$ cat src/rtl/veldt_mem_ctrl_if.sv
`default_nettype none
// ============================================================================
// Module   : veldt_mem_ctrl_if
// Brief    : Veldt core native memory port (valid/ready request, one-cycle
//            completion pulse with read data).
// Revision : 1.0
// ============================================================================
interface veldt_mem_ctrl_if;
    logic        mem_valid;
    logic        mem_instr;
    logic [31:0] mem_addr;
    logic [31:0] mem_wdata;
    logic [3:0]  mem_wstrb;
    logic        mem_ready;
    logic [31:0] mem_rdata;

    modport master (
        output mem_valid, mem_instr, mem_addr, mem_wdata, mem_wstrb,
        input  mem_ready, mem_rdata
    );

    modport slave (
        input  mem_valid, mem_instr, mem_addr, mem_wdata, mem_wstrb,
        output mem_ready, mem_rdata
    );
endinterface
`default_nettype wire

$ cat src/rtl/veldt_mem_ctrl.sv
`default_nettype none
// ============================================================================
// Module   : veldt_mem_ctrl
// Brief    : Veldt memory-port slave onto a 1-cycle-latency word SRAM, with
//            programmable wait states and fault response for bad addresses.
// Revision : 1.0
// ============================================================================
module veldt_mem_ctrl #(
    parameter logic [31:0] BASE_ADDR   = 32'h0000_0000,
    parameter int unsigned ADDR_WIDTH  = 10,
    parameter int unsigned WAIT_STATES = 0,
    parameter logic [31:0] FAULT_DATA  = 32'hDEAD_BEEF
) (
    input  logic                  clock,
    input  logic                  reset,
    veldt_mem_ctrl_if.slave       mem,
    output logic                  sram_en,
    output logic [3:0]            sram_we,
    output logic [ADDR_WIDTH-1:0] sram_addr,
    output logic [31:0]           sram_wdata,
    input  logic [31:0]           sram_rdata,
    output logic                  bus_fault,
    output logic                  fault_sticky,
    output logic                  last_fault_instr
);

    typedef enum logic [2:0] {
        S_IDLE   = 3'd0,
        S_WAIT   = 3'd1,
        S_ACCESS = 3'd2,
        S_DATA   = 3'd3,
        S_RESP   = 3'd4
    } t_state;

    localparam logic [3:0]  c_WAIT_INIT = 4'(WAIT_STATES);
    localparam logic [30:0] c_WINDOW    = 31'(1) << ADDR_WIDTH;

    t_state                r_state;
    logic [3:0]            r_wait_cnt;
    logic [ADDR_WIDTH-1:0] r_addr_off;
    logic [31:0]           r_wdata;
    logic [3:0]            r_wstrb;

    logic                  r_mem_ready;
    logic [31:0]           r_mem_rdata;
    logic                  r_sram_en;
    logic [3:0]            r_sram_we;
    logic [ADDR_WIDTH-1:0] r_sram_addr;
    logic [31:0]           r_sram_wdata;
    logic                  r_bus_fault;
    logic                  r_fault_sticky;
    logic                  r_last_fault_instr;

    // Unsigned 30-bit difference: addresses below BASE wrap to huge offsets.
    logic [29:0] w_word_off;
    logic        w_fault;

    assign w_word_off = mem.mem_addr[31:2] - BASE_ADDR[31:2];
    assign w_fault    = (mem.mem_addr[1:0] != 2'b00) || ({1'b0, w_word_off} >= c_WINDOW);

    always_ff @(posedge clock or negedge reset) begin
        if (!reset) begin
            r_state            <= S_IDLE;
            r_wait_cnt         <= '0;
            r_addr_off         <= '0;
            r_wdata            <= '0;
            r_wstrb            <= '0;
            r_mem_ready        <= 1'b0;
            r_mem_rdata        <= '0;
            r_sram_en          <= 1'b0;
            r_sram_we          <= '0;
            r_sram_addr        <= '0;
            r_sram_wdata       <= '0;
            r_bus_fault        <= 1'b0;
            r_fault_sticky     <= 1'b0;
            r_last_fault_instr <= 1'b0;
        end else begin
            // Pulse outputs default low; each state raises only what it owns.
            r_mem_ready  <= 1'b0;
            r_mem_rdata  <= '0;
            r_bus_fault  <= 1'b0;
            r_sram_en    <= 1'b0;
            r_sram_we    <= '0;
            r_sram_addr  <= '0;
            r_sram_wdata <= '0;

            case (r_state)
                S_IDLE: begin
                    if (mem.mem_valid) begin
                        r_addr_off <= w_word_off[ADDR_WIDTH-1:0];
                        r_wdata    <= mem.mem_wdata;
                        r_wstrb    <= mem.mem_wstrb;
                        if (w_fault) begin
                            r_state            <= S_RESP;
                            r_mem_ready        <= 1'b1;
                            r_mem_rdata        <= (mem.mem_wstrb == 4'b0000) ? FAULT_DATA : 32'h0;
                            r_bus_fault        <= 1'b1;
                            r_fault_sticky     <= 1'b1;
                            r_last_fault_instr <= mem.mem_instr;
                        end else if (c_WAIT_INIT == 4'd0) begin
                            r_state      <= S_ACCESS;
                            r_sram_en    <= 1'b1;
                            r_sram_we    <= mem.mem_wstrb;
                            r_sram_addr  <= w_word_off[ADDR_WIDTH-1:0];
                            r_sram_wdata <= mem.mem_wdata;
                        end else begin
                            r_state    <= S_WAIT;
                            r_wait_cnt <= c_WAIT_INIT;
                        end
                    end
                end

                S_WAIT: begin
                    r_wait_cnt <= r_wait_cnt - 4'd1;
                    if (r_wait_cnt == 4'd1) begin
                        r_state      <= S_ACCESS;
                        r_sram_en    <= 1'b1;
                        r_sram_we    <= r_wstrb;
                        r_sram_addr  <= r_addr_off;
                        r_sram_wdata <= r_wdata;
                    end
                end

                S_ACCESS: begin
                    if (r_wstrb != 4'b0000) begin
                        r_state     <= S_RESP;
                        r_mem_ready <= 1'b1;
                    end else begin
                        r_state <= S_DATA;
                    end
                end

                S_DATA: begin
                    r_state     <= S_RESP;
                    r_mem_ready <= 1'b1;
                    r_mem_rdata <= sram_rdata;
                end

                S_RESP: begin
                    r_state <= S_IDLE;
                end

                default: begin
                    r_state <= S_IDLE;
                end
            endcase
        end
    end

    assign mem.mem_ready    = r_mem_ready;
    assign mem.mem_rdata    = r_mem_rdata;
    assign sram_en          = r_sram_en;
    assign sram_we          = r_sram_we;
    assign sram_addr        = r_sram_addr;
    assign sram_wdata       = r_sram_wdata;
    assign bus_fault        = r_bus_fault;
    assign fault_sticky     = r_fault_sticky;
    assign last_fault_instr = r_last_fault_instr;

endmodule
`default_nettype wire

$ cat src/flat_wrapper.sv
// flat-port wrapper written by rule: the top's interface ports become plain ports
module veldt_mem_ctrl_flat 
#(
    parameter logic [31:0] BASE_ADDR   = 32'h0000_0000,
    parameter int unsigned ADDR_WIDTH  = 10,
    parameter int unsigned WAIT_STATES = 0,
    parameter logic [31:0] FAULT_DATA  = 32'hDEAD_BEEF
)
  (clock, reset, sram_en, sram_we, sram_addr, sram_wdata, sram_rdata, bus_fault, fault_sticky, last_fault_instr, mem_mem_valid, mem_mem_instr, mem_mem_addr, mem_mem_wdata, mem_mem_wstrb, mem_mem_ready, mem_mem_rdata);
  veldt_mem_ctrl_if mem_i ();
  input  logic clock;
  input  logic reset;
  output logic sram_en;
  output logic [3:0] sram_we;
  output logic [ADDR_WIDTH-1:0] sram_addr;
  output logic [31:0] sram_wdata;
  input  logic [31:0] sram_rdata;
  output logic bus_fault;
  output logic fault_sticky;
  output logic last_fault_instr;
  input wire logic [$bits(mem_i.mem_valid)-1:0] mem_mem_valid;
  input wire logic [$bits(mem_i.mem_instr)-1:0] mem_mem_instr;
  input wire logic [$bits(mem_i.mem_addr)-1:0] mem_mem_addr;
  input wire logic [$bits(mem_i.mem_wdata)-1:0] mem_mem_wdata;
  input wire logic [$bits(mem_i.mem_wstrb)-1:0] mem_mem_wstrb;
  output wire logic [$bits(mem_i.mem_ready)-1:0] mem_mem_ready;
  output wire logic [$bits(mem_i.mem_rdata)-1:0] mem_mem_rdata;
  assign mem_i.mem_valid = mem_mem_valid;
  assign mem_i.mem_instr = mem_mem_instr;
  assign mem_i.mem_addr = mem_mem_addr;
  assign mem_i.mem_wdata = mem_mem_wdata;
  assign mem_i.mem_wstrb = mem_mem_wstrb;
  assign mem_mem_ready = mem_i.mem_ready;
  assign mem_mem_rdata = mem_i.mem_rdata;
  veldt_mem_ctrl #(.BASE_ADDR(BASE_ADDR), .ADDR_WIDTH(ADDR_WIDTH), .WAIT_STATES(WAIT_STATES), .FAULT_DATA(FAULT_DATA)) u_core (.clock(clock), .reset(reset), .mem(mem_i), .sram_en(sram_en), .sram_we(sram_we), .sram_addr(sram_addr), .sram_wdata(sram_wdata), .sram_rdata(sram_rdata), .bus_fault(bus_fault), .fault_sticky(fault_sticky), .last_fault_instr(last_fault_instr));
endmodule
$ cat config.mk
export PLATFORM = sky130hd
export DESIGN_NAME = veldt_mem_ctrl_flat
export DESIGN_NICKNAME = d
export VERILOG_FILES = /design/src/rtl/veldt_mem_ctrl_if.sv /design/src/rtl/veldt_mem_ctrl.sv /design/src/flat_wrapper.sv
export SDC_FILE = /design/constraint.sdc
export NUM_CORES = 1
export LEC_CHECK = 0
export BUFFER_PORTS_ARGS = -buffer_cell sky130_fd_sc_hd__buf_2
export CAP_MARGIN = 20
export CORE_MARGIN = 5
export CORE_UTILIZATION = 25
export DETAILED_ROUTE_END_ITERATION = 16
export GPL_ROUTABILITY_DRIVEN = 0
export HOLD_SLACK_MARGIN = 0.03
export PLACE_DENSITY = 0.44
export REMOVE_ABC_BUFFERS = 1
export SLEW_MARGIN = 20
export SYNTH_ARGS = -nofsm -noshare
export SYNTH_HDL_FRONTEND = slang
export SYNTH_SLANG_ARGS = --single-unit
$ cat constraint.sdc
create_clock -name clock -period 1.5 [get_ports clock]
set_input_delay 0.225 -clock clock [delete_from_list [all_inputs] [get_ports clock]]
set_output_delay 0.225 -clock clock [all_outputs]
set_load 0.03 [all_outputs]
Word-level counts from Yosys, hierarchy flattened --
Index checks and enable logic that the tools add are counted.
Storage, ports and cells: register bits 136, input bits 104, word-level logic and storage cells 60
Operators by class: add/sub/neg operators 1, $lt $le $gt $ge 1, eq/ne operators 6, muxes and demuxes 30, reductions and logical operators 8
Operator list (number):
- $mux W32 | 6
- $pmux W32 S2 | 2
- $ge A30 B11 Y1 const B | 1
- $mux W10 | 3
- $pmux W10 S2 | 1
- $mux W3 | 4
- $mux W4 | 3
- $pmux W3 S4 | 1
- $pmux W4 S2 | 1
- $mux W1 | 7
- $eq A3 B2 Y1 const B | 2
- $eq A4 B1 Y1 const B | 1
- $logic_not A4 Y1 | 1
- $reduce_and A2 Y1 | 2
- $reduce_bool A4 Y1 | 1
- $sub A4 B1 Y4 const B | 1
- $eq A3 B1 Y1 const B | 1
- $logic_not A3 Y1 | 1
- $pmux W1 S3 | 1
- $reduce_and A3 Y1 | 1
- $ne A2 B1 Y1 const B | 1
- $ne A2 B2 Y1 const B | 1
- $pmux W1 S2 | 1
- $reduce_bool A2 Y1 | 1
- $logic_or A1 B1 Y1 | 1

Logic depth before layout (Yosys ltp) --
Gate-level depths: netlist of run 1.
word-level depth 5, depth in mapped cells 7, mapped depth without buffers 5

Worst setup path after synthesis of run 1 --
Ideal clock, no wire load.
path type reg-to-reg, start point register u_core.r_wait_cnt[1], end point register u_core.r_sram_wdata[15], in the netlist u_core.sram_wdata[15], library setup time 67 ps, arrival time 1493 ps, data required time 1433 ps, path slack -60 ps, stages on the path, launching flop included 8, clock period less this slack 1560 ps, cells stage by stage dfrtp_1 -> inv_1 -> ha_1 -> nor3b_1 -> and3_1 -> buf_2 -> buf_2 -> a32o_1
Between the ends: longest elaborated chain between the ends 3
Ends and longest elaborated chain:
- start, declared | line veldt_mem_ctrl.sv:39 | logic [3:0] r_wait_cnt;
- start signal, assigned | line veldt_mem_ctrl.sv:108 | r_wait_cnt <= c_WAIT_INIT;
- start signal, assigned | line veldt_mem_ctrl.sv:114 | r_wait_cnt <= r_wait_cnt - 4'd1;
- $eq A4 B1 Y1 | line veldt_mem_ctrl.sv:115 | if (r_wait_cnt == 4'd1) begin
- $mux W32 | line veldt_mem_ctrl.sv:115
- $pmux W32 S2 | line veldt_mem_ctrl.sv:87 | case (r_state)
- end signal, assigned | line veldt_mem_ctrl.sv:105 | r_sram_wdata <= mem.mem_wdata;
- end signal, assigned | line veldt_mem_ctrl.sv:120 | r_sram_wdata <= r_wdata;
- end, declared | line veldt_mem_ctrl.sv:49 | logic [31:0] r_sram_wdata;
Every way passes these cells. A chain may end at the register's enable or synchronous reset.

Worst setup path after layout of run 1 --
start point register u_core.r_state[2], end point register u_core.r_wdata[28]
Between the ends: longest elaborated chain between the ends 2
Ends and longest elaborated chain:
- start, declared | line veldt_mem_ctrl.sv:38 | t_state r_state;
- start signal, assigned | line veldt_mem_ctrl.sv:63 | r_state <= S_IDLE;
- start signal, assigned | line veldt_mem_ctrl.sv:94 | r_state <= S_RESP;
- start signal, assigned | line veldt_mem_ctrl.sv:101 | r_state <= S_ACCESS;
- $logic_not A3 Y1 | line veldt_mem_ctrl.sv:87
- $reduce_and A2 Y1 (no line)
- end signal, assigned | line veldt_mem_ctrl.sv:91 | r_wdata <= mem.mem_wdata;
- end, declared | line veldt_mem_ctrl.sv:41 | logic [31:0] r_wdata;
Every way passes these cells.

==> impl_metrics.yaml, run 1 <==
routing:
  wl_um: 15430
  dr_total_vias: 3864
  detail_route.iter0.violations: 160
  dr.pass1.iters: 7
  viasPerCell: 4.446
  highest_layer: "met4"
  wl_met3_um: 608
  wl_met2_um: 8088
  drtAntennaViolNets: 0
  drc: 0
  m1WireLength_um: 6354
  post_drt_wl_per_cell_um: 17.75
yosys:
  synthesis.instances: 329
  avgSynthCellArea_um2: 15.31
  ys_ff_latch: 136
  ys_seq_area_frac: 0.6756
  syn_area_um2: 5037
  yosys_warnings: 0
  netlist-cell-type-count: 29
  synth-async-reset-ratio: 1.000
  synth_edf_count: 0
  ys.flop_type: "dfrtp_1"
floorplan:
  die_w_um: 152.0
  rows: 52
  core-area_um2: 20040
  die_h_um: 152.0
  io_pins: 187
  dieArea_um2: 23090
  initial_core_util: 0.2514
power_and_ir_drop:
  clkPwrFrac: 0.469
  seqPwrFrac: 0.438
  power.internal_mw: 6.985
  powerDensity_nw_per_um2: 1164
  p_comb_frac: 0.093
  p_sw_mw: 2.104
  p_leak_nw: 4.084
  swShare: 0.2315
  peakVddDrop_v: 0.0006989
cts:
  root_buffer: "clkbuf_16"
  path_clk_slew_ns: 0.06
  cts_made_buffers: 17
  clk_latency_ns: 0.42
  cts-htree-levels: 4
  cts_tree: "built"
  cts.path.max_buffers: 2
  clkSinkCount: 136
run_status:
  violations: "setup timing"
  status: "finished, violations left"
final_layout:
  postLayoutCellArea_um2: 7806
  fin_nets: 692
  final_cells: 869
  drive_above_1_share: 0.5326
  area_growth_pct: 54.97
  final_util: 0.3895
  n_antenna_cell: 0
timing:
  finClkSkew_ns: 0.01205
  slew_headroom: 0.7440
  setup_ws_ns: -0.01500
  fin_tns_setup_ns: -0.02943
  fin_crit_ns: 1.515
  hold_viol_final: 0
  finalCritPeriodShare: 1.010
  maxSlewViolCount: 0
  finalSetupViolCount: 3
  worst_slew_pin_slew_ns: 0.3805
  clock.fmax_mhz: 660.1
  rsz0062_at_grt: "true"
placed_design:
  dp_hpwl_um: 9669
  dpl.cell_count: 787
  place.port_buffers: 186
  place_ws_ns: -0.1872
  dpl_cell_area_um2: 6496
grt:
  grt_start_max_net_pins: 40
  grt_pass1_wl_um: 22470
  grtUsageTotal: 0.1228
  antenna_found_initial: 0
  overflow: 0
  grt_pass1_vias: 4164
min_path:
  holdPathStages: 2
  hp-class: "primary input to flip-flop"
  holdCritStartpoint: "mem_mem_wdata[1]"
  min_to: "u_core.r_wdata[1]"
worst_setup_path:
  rr_worst_depth: 5
  critical_path_class: "flip-flop to flip-flop"
  reg2reg_from: "u_core.r_state[2]"
  cp.required_ns: 1.80
  start_kind: "flip-flop"
  r2r_end: "u_core.r_wdata[28]"
  arrival_ns: 1.82
  path_max_fanout: 15
  critPathCaptureType: "flip-flop"
  reg2reg_slack_ns: -0.01
job:
  drv_cap: 0
-- layer usage --
metal | GRT usage | vias up
li1 | - | 1740
met1 | 0.1407 | 2004
met2 | 0.2134 | 92
met3 | 0.03328 | 28
met4 | 0.05736 | 0
met5 | 0 | -
-- flip-flops by register name (all words and copies together) (netlist names) --
signal	cells
u_core.r_wstrb	4
u_core.sram_wdata	32
u_core.mem.mem_ready	1
u_core.r_addr_off	10
u_core.r_state	3
u_core.fault_sticky	1
u_core.sram_addr	10
u_core.r_wdata	32
u_core.r_wait_cnt	4
u_core.sram_en	1
u_core.sram_we	4
u_core.mem.mem_rdata	32
u_core.last_fault_instr	1
u_core.bus_fault	1
-- layout make-up --
cell class | instances | area [um2]
multi-input combinational | 163 | 1583
clock inverter | 14 | 172.7
inverter | 4 | 15.01
fill | 2008 | 12230
timing repair buffer | 264 | 1866
tap | 270 | 337.8
sequential | 136 | 3403
clock buffer | 18 | 429.2
-- cell usage after synthesis (2+ instances only) --
cell	count	area [um2]
a21o_1	25	187.7
a32o_1	46	460.4
xnor2_1	2	17.52
dfrtp_1	136	3403
mux2_2	44	495.5
buf_6	4	45.04
ha_1	2	25.02
nand2_1	3	11.26
and3_1	2	12.51
inv_1	4	15.01
nand2b_1	2	12.51
nor2_1	6	22.52
clkbuf_1	4	15.01
o21ai_0	3	15.01
mux2_1	3	33.78
nor4_1	7	43.79
buf_2	17	85.08
and2_1	8	50.05
-- metrics by stage --
| stage | hold slack (ns) | total power [mW] |
|---|---|---|
| 6_report | 0.05448 | 9.089 |
| 5_1_grt | 0.03923 | 9.469 |
| 4_1_cts | 0.03062 | 9.097 |
| 3_5_place_dp | 0.1593 | 4.689 |
| 3_3_place_gp | 0.1579 | 4.659 |
| 2_1_floorplan | -0.07059 | 4.307 |
-- worst max-delay path by stage --
stage	startpoint	end	slack [ns]	cells after the start
after floorplan	u_core.r_state[1]	u_core.mem.mem_rdata[0]	-2.01	4
after global placement	mem_mem_addr[14]	u_core.mem.mem_rdata[5]	-0.16	5
after detailed placement	mem_mem_addr[30]	u_core.mem.mem_rdata[5]	-0.19	5
after CTS	u_core.r_state[1]	u_core.r_addr_off[5]	-0.04	4
after global routing	u_core.r_state[2]	u_core.r_wdata[28]	-0.05	5
final	u_core.r_state[2]	u_core.r_wdata[28]	-0.01	5
-- power groups by stage --
stage / Sequential [mW] / Combinational [mW] / Clock, mW
2_1_floorplan: 4.04 / 0.263 / 0
3_3_place_gp: 4.03 / 0.632 / 0
3_5_place_dp: 4.04 / 0.649 / 0
4_1_cts: 3.97 / 0.726 / 4.40
5_1_grt: 4.00 / 0.920 / 4.55
6_report: 3.98 / 0.842 / 4.26
-- cells by family (layout without fill, tap and decap cells) --
family,after synthesis,after routing,synth area share
AO/OA/AOI/OAI,79,79,0.1403
XOR/XNOR,3,3,0.005217
adder cells (fa/ha/maj),2,2,0.004967
buffers and inverters,30,300,0.03328
flip-flops,136,136,0.6756
multiplexers,47,47,0.1051
AND/OR/NAND/NOR,32,32,0.03552
-- cell usage in the layout (no fill, tap or decap), types with 3 or more instances in the layout --
cell             n
buf_2          185
dfrtp_1        136
a32o_1          46
mux2_2          33
dlygate4sd3_1   33
a21o_1          25
buf_4           24
clkbuf_16       23
mux2_4          12
buf_12          10
and2_1           8
nor4_1           6
inv_1            3
nor2_1           3
nand2_1          3
o21ai_0          3
clkinv_4         3
clkinv_2         3
bufinv_16        3
inv_6            3
buf_6            3
buf_8            3
-- worst max-delay path, stage by stage (launching register included) --
cell       delay (ns)
dfrtp_1          0.39
nor2_2           0.13
and3_4           0.23
buf_6            0.15
clkbuf_16        0.18
mux2_2           0.33
-- repair_timing --
item,CTS,global route
pin swaps,0,14
buffers inserted,0,9
endpoints found under the setup margin,95,84
hold endpoints to repair,84,0
gates resized for setup,8,25
cloned,0,8
hold buffers,33,0
No activity file was read; power rests on OpenSTA's default activity.
==> run 2: changes to the inputs <==
==> constraint.sdc (replaced) <==
create_clock -name clock -period 1.5 [get_ports clock]
set_input_delay 0.3 -clock clock [delete_from_list [all_inputs] [get_ports clock]]
set_output_delay 0.3 -clock clock [all_outputs]
set_load 0.03 [all_outputs]
==> run 2 against run 1 <==
Effect of this change: the flow still finishes with violations (setup timing); critical endpoint is now u_core.r_addr_off[8]; flip-flop and latch count is the same; routed wire length shrank 0.76%; largest cell class unchanged; final area shrank 3.4%; critical path type unchanged; utilization shrank 1.3 points; worst hold slack gained 0.037 ns.
==> impl_metrics.yaml, run 2 (synthesis gave the netlist of run 1 again) <==
floorplan:
  die_w_um: 152.0
  io_pins: 187
  rows: 52
  die_h_um: 152.0
  core-area_um2: 20040
  dieArea_um2: 23090
  initial_core_util: 0.2514
power_and_ir_drop:
  clkPwrFrac: 0.463
  p_comb_frac: 0.090
  swShare: 0.2263
  totalPowerFinal_mw: 8.914
  p_sw_mw: 2.017
  p_leak_nw: 3.995
  seqPwrFrac: 0.447
  powerDensity_nw_per_um2: 1183
  power.internal_mw: 6.897
  peakVddDrop_v: 0.0007110
timing:
  fin_crit_ns: 1.519
  worst_slew_pin_slew_ns: 0.7232
  finalCritPeriodShare: 1.013
  slew_headroom: 0.5134
  rsz0062_at_grt: "true"
  fin_tns_setup_ns: -0.1797
  clock.fmax_mhz: 658.3
  worst_hold_slack_ns: 0.09101
  setup_ws_ns: -0.01914
  hold_viol_final: 0
  finClkSkew_ns: 0.007530
  finalSetupViolCount: 17
  maxSlewViolCount: 0
placed_design:
  dp_hpwl_um: 9889
  dpl.cell_count: 789
  place_ws_ns: -0.2351
  place.port_buffers: 186
  dpl_cell_area_um2: 6511
job:
  drv_cap: 0
final_layout:
  fin_nets: 664
  final_common_cell: "buf_2"
  final_cells: 840
  postLayoutCellArea_um2: 7538
  n_antenna_cell: 0
  final_util: 0.3762
  area_growth_pct: 49.65
  drive_above_1_share: 0.5684
  final_cell_mix: "185 x buf_2, 136 x dfrtp_1, 46 x a32o_1"
grt:
  overflow: 0
  busiest_layer: "met2"
  grt.met3_usage: 0.02588
  grtUsageMet2: 0.2263
  grtUsageMet1: 0.1500
  grt_pass1_wl_um: 23340
  antenna_found_initial: 0
  grtUsageTotal: 0.1282
  grt_start_max_net_pins: 47
  grt_pass1_vias: 4224
routing:
  viasPerCell: 4.444
  wl_um: 15310
  detail_route.iter0.violations: 116
  drtAntennaViolNets: 0
  drc: 0
  dr.pass1.iters: 4
  post_drt_wl_per_cell_um: 18.23
  dr_total_vias: 3733
cts:
  clkSinkCount: 136
  cts_tree: "built"
  cts-htree-levels: 4
  clk_latency_ns: 0.41
  cts.path.max_buffers: 2
  cts_made_buffers: 17
  root_buffer: "clkbuf_16"
  path_clk_slew_ns: 0.06
worst_setup_path:
  critPathCaptureType: "flip-flop"
  max_stage_delay_ns: 0.39
  r2r_end: "u_core.r_addr_off[8]"
  reg2reg_slack_ns: -0.02
  cp.required_ns: 1.79
  rr_worst_depth: 5
  start_kind: "flip-flop"
  cpMaxStageDelayCell: "dfrtp_1"
  crit_chain: "nor2_2 -> and3_4 -> buf_12 -> clkbuf_16 -> mux2_4"
  critical_path_class: "flip-flop to flip-flop"
  reg2reg_from: "u_core.r_state[1]"
  arrival_ns: 1.81
  path_max_fanout: 5
min_path:
  min_to: "u_core.mem.mem_rdata[26]"
  holdPathStages: 2
  holdCritStartpoint: "sram_rdata[26]"
  hp-class: "primary input to flip-flop"
run_status:
  violations: "setup timing"
  status: "finished, violations left"
==> run 2: cell count changes in the layout (fill, tap and decap cells not counted), sizes merged <==
cell,change
clkinvlp,-1
bufinv,-1
buf,+5
clkbuf,-1
and3,+1
o211a,+1
clkinv,+1
dlygate4sd3,-32
inv,-2
==> run 2: worst max path at each step <==
stage | from | slack, ns | to | depth (start not counted)
after global routing | u_core.r_state[1] | -0.09 | u_core.sram_wdata[13] | 6
after CTS | u_core.r_state[2] | -0.07 | u_core.r_wdata[8] | 4
after detailed placement | mem_mem_addr[30] | -0.24 | u_core.sram_addr[2] | 7
final | u_core.r_state[1] | -0.02 | u_core.r_addr_off[8] | 5
after global placement | mem_mem_addr[14] | -0.24 | u_core.mem.mem_rdata[5] | 5
after floorplan | u_core.r_state[1] | -2.01 | u_core.mem.mem_rdata[0] | 4
==> run 2: critical path, delay by kind of cell, from the launching register on <==
family / cells / cell delay [ns]
mux: 1 / 0.29
buf+inv: 2 / 0.27
flops: 1 / 0.39
simple gates: 2 / 0.44
==> run 2: layout make-up <==
cell class / count / area, um2
inverters: 4 / 15.01
clock inverters: 11 / 122.6
repair buffers: 234 / 1570
well taps: 270 / 337.8
multi-input cells: 165 / 1623
fillers: 2002 / 12500
clock buffers: 20 / 466.7
flip-flops and latches: 136 / 3403
==> run 2: layer usage <==
metal / share of wire / vias up
met3: 0.026 / 25
met5: 0 / -
li1: - / 1695
met1: 0.42 / 1945
met4: 0.021 / 0
met2: 0.53 / 68
==> run 2: what timing repair did <==
action	4_1_cts	5_1_grt
cloned	6	4
hold buffers	1	0
pin swaps	3	7
endpoints found under the setup margin	114	120
endpoints found under the hold margin	39	0
setup buffers	6	6
resized for setup	11	28
==> run 2: power groups by stage <==
stage	combinational (mW)	clock, mW	sequential [mW]
CTS	0.745	4.26	3.98
global route	0.879	4.40	4.00
detailed placement	0.649	0	4.04
global placement	0.629	0	4.03
finish	0.804	4.13	3.98
floorplan	0.263	0	4.04
==> run 3: changes to the inputs <==
- CORE_ASPECT_RATIO: unset -> 1.25
- clock period: 1.5 -> 1.2 ns (I/O delays scaled with it)
==> run 3 against run 2 <==
Effect of this change: the run still ends with setup timing left; clock skew is 0.0041 ns higher; global-route usage is 0.98 points higher; final cell count is 6.7% higher; die area hardly changed; critical path type unchanged; largest cell class unchanged; largest power group unchanged.
==> impl_metrics.yaml, run 3 (synthesis gave the netlist of run 1 again) <==
floorplan:
  dieArea_um2: 23110
  initial_core_util: 0.2524
  rows: 58
  die_h_um: 168.7
  core-area_um2: 19960
  io_pins: 187
  die_w_um: 137.0
cts:
  cts_tree: "built"
  path_clk_slew_ns: 0.06
  cts.path.max_buffers: 2
  clkSinkCount: 136
  clk_latency_ns: 0.42
  cts_made_buffers: 17
  cts-htree-levels: 4
  root_buffer: "clkbuf_16"
power_and_ir_drop:
  powerDensity_nw_per_um2: 1339
  peakVddDrop_v: 0.0008528
  p_sw_mw: 2.665
  seqPwrFrac: 0.421
  clkPwrFrac: 0.475
  swShare: 0.2255
  p_comb_frac: 0.103
  p_leak_nw: 4.415
  power.internal_mw: 9.151
grt:
  overflow: 0
  grt_start_max_net_pins: 34
  grtUsageTotal: 0.1380
  grt_pass1_vias: 4407
  antenna_found_initial: 1
  grt_pass1_wl_um: 24320
worst_setup_path:
  crit_buf_inv: 2
  start_kind: "flip-flop"
  cp.required_ns: 1.49
  critPathCaptureType: "flip-flop"
  crit_chain: "ha_4 -> nor3b_4 -> and3_4 -> buf_12 -> buf_12 -> a32o_1"
  cpMaxStageDelayCell: "dfrtp_1"
  arrival_ns: 1.81
  path_max_fanout: 13
  critical_path_class: "flip-flop to flip-flop"
  crit_top_cell: "buf_12"
  max_stage_delay_ns: 0.41
  critPathTopFamily: "flip-flops"
routing:
  drc: 0
  dr_total_vias: 4017
  viasPerCell: 4.483
  wl_um: 15910
  detail_route.iter0.violations: 121
  post_drt_wl_per_cell_um: 17.76
  dr.pass1.iters: 4
  drtAntennaViolNets: 0
timing:
  finalCritPeriodShare: 1.270
  finClkSkew_ns: 0.01159
  worst_hold_slack_ns: 0.06842
  finalSetupViolCount: 133
  setup_ws_ns: -0.3243
  hold_viol_final: 0
  slew_headroom: 0.7630
  rsz0062_at_grt: "true"
  maxSlewViolCount: 0
  worst_slew_pin_slew_ns: 0.3522
  fin_crit_ns: 1.524
  clock.fmax_mhz: 656.0
  fin_tns_setup_ns: -31.64
run_status:
  status: "finished, violations left"
  violations: "setup timing"
final_layout:
  fin_nets: 718
  final_util: 0.4423
  final_cell_mix: "136 x dfrtp_1, 102 x buf_2, 89 x buf_6"
  drive_above_1_share: 0.5680
  final_common_cell: "dfrtp_1"
  area_growth_pct: 75.21
  fill_cells: 1823
placed_design:
  place_ws_ns: -0.6160
  dp_hpwl_um: 9919
  place.port_buffers: 186
job:
  drv_cap: 0
min_path:
  hp-class: "primary input to flip-flop"
-- run 3: cell types whose count changed in the layout (fill, tap and decap cells not counted), moves of 4 or more --
cell | previous run | this run
mux2_2 | 28 | 17
buf_4 | 27 | 39
dlygate4sd3_1 | 1 | 34
buf_2 | 185 | 102
buf_6 | 3 | 89
mux2_4 | 18 | 29
inv_6 | 1 | 5
-- run 3: area by class of cell --
class / instances / area [um2] / share of cell area
multi-input combinational: 165 / 1725 / 0.1955
clock buffer: 19 / 442.9 / 0.05018
clock inverter: 13 / 187.7 / 0.02126
antenna: 1 / 2.502 / 0.0002835
timing repair buffer: 288 / 2711 / 0.3072
inverter: 4 / 15.01 / 0.001701
tap: 270 / 337.8 / 0.03828
sequential: 136 / 3403 / 0.3856
-- run 3: worst paths after layout --
kind	from	endpoint	slack, ns	cells after the start
max in group asynchronous	reset	u_core.sram_wdata[23]	0.41	3
max reg2reg	u_core.r_wait_cnt[0]	u_core.sram_wdata[14]	-0.32	6
min in group asynchronous	reset	u_core.r_addr_off[1]	0.27	2
min	mem_mem_addr[3]	u_core.r_addr_off[1]	0.07	2
min reg2reg	u_core.r_wdata[18]	u_core.sram_wdata[18]	0.49	1
max	u_core.r_wait_cnt[0]	u_core.sram_wdata[14]	-0.32	6
-- run 3: stage by stage --
step           area [um2]  power (mW)  instances
2_1_floorplan        4885       5.384        303
3_3_place_gp         6639       5.882        804
3_5_place_dp         6639       5.918        804
4_1_cts              8557       11.83        887
5_1_grt              8826       12.31        896
6_report             8826       11.82        896
-- run 3: worst register-to-register path, stage by stage (launching register included) --
cell and delay, ns:
dfrtp_1 0.41, ha_4 0.17, nor3b_4 0.14, and3_4 0.20
buf_12 0.13, buf_12 0.14, a32o_1 0.22
-- run 3: what timing repair did --
item | CTS | global route
cloned | 8 | 3
setup buffers | 10 | 6
pin swaps | 9 | 9
resized for setup | 192 | 47
setup endpoints to repair | 213 | 213
hold endpoints to repair | 108 | 1
hold buffers | 33 | 1
-- run 3: metal layers --
metal,wire length [um],track usage,vias to the layer above
met5,0,0,-
met4,380,0.06554,0
met3,850,0.04162,28
met2,8483,0.2374,126
met1,6198,0.1547,2061
li1,-,-,1802
-- run 3: power by group through the flow --
| stage | logic [mW] | registers, mW | clock network [mW] |
|---|---|---|---|
| 3_3_place_gp | 0.850 | 5.03 | 0 |
| 6_report | 1.22 | 4.98 | 5.62 |
| 3_5_place_dp | 0.874 | 5.04 | 0 |
| 5_1_grt | 1.32 | 5.01 | 5.99 |
| 2_1_floorplan | 0.328 | 5.06 | 0 |
| 4_1_cts | 1.10 | 4.97 | 5.77 |
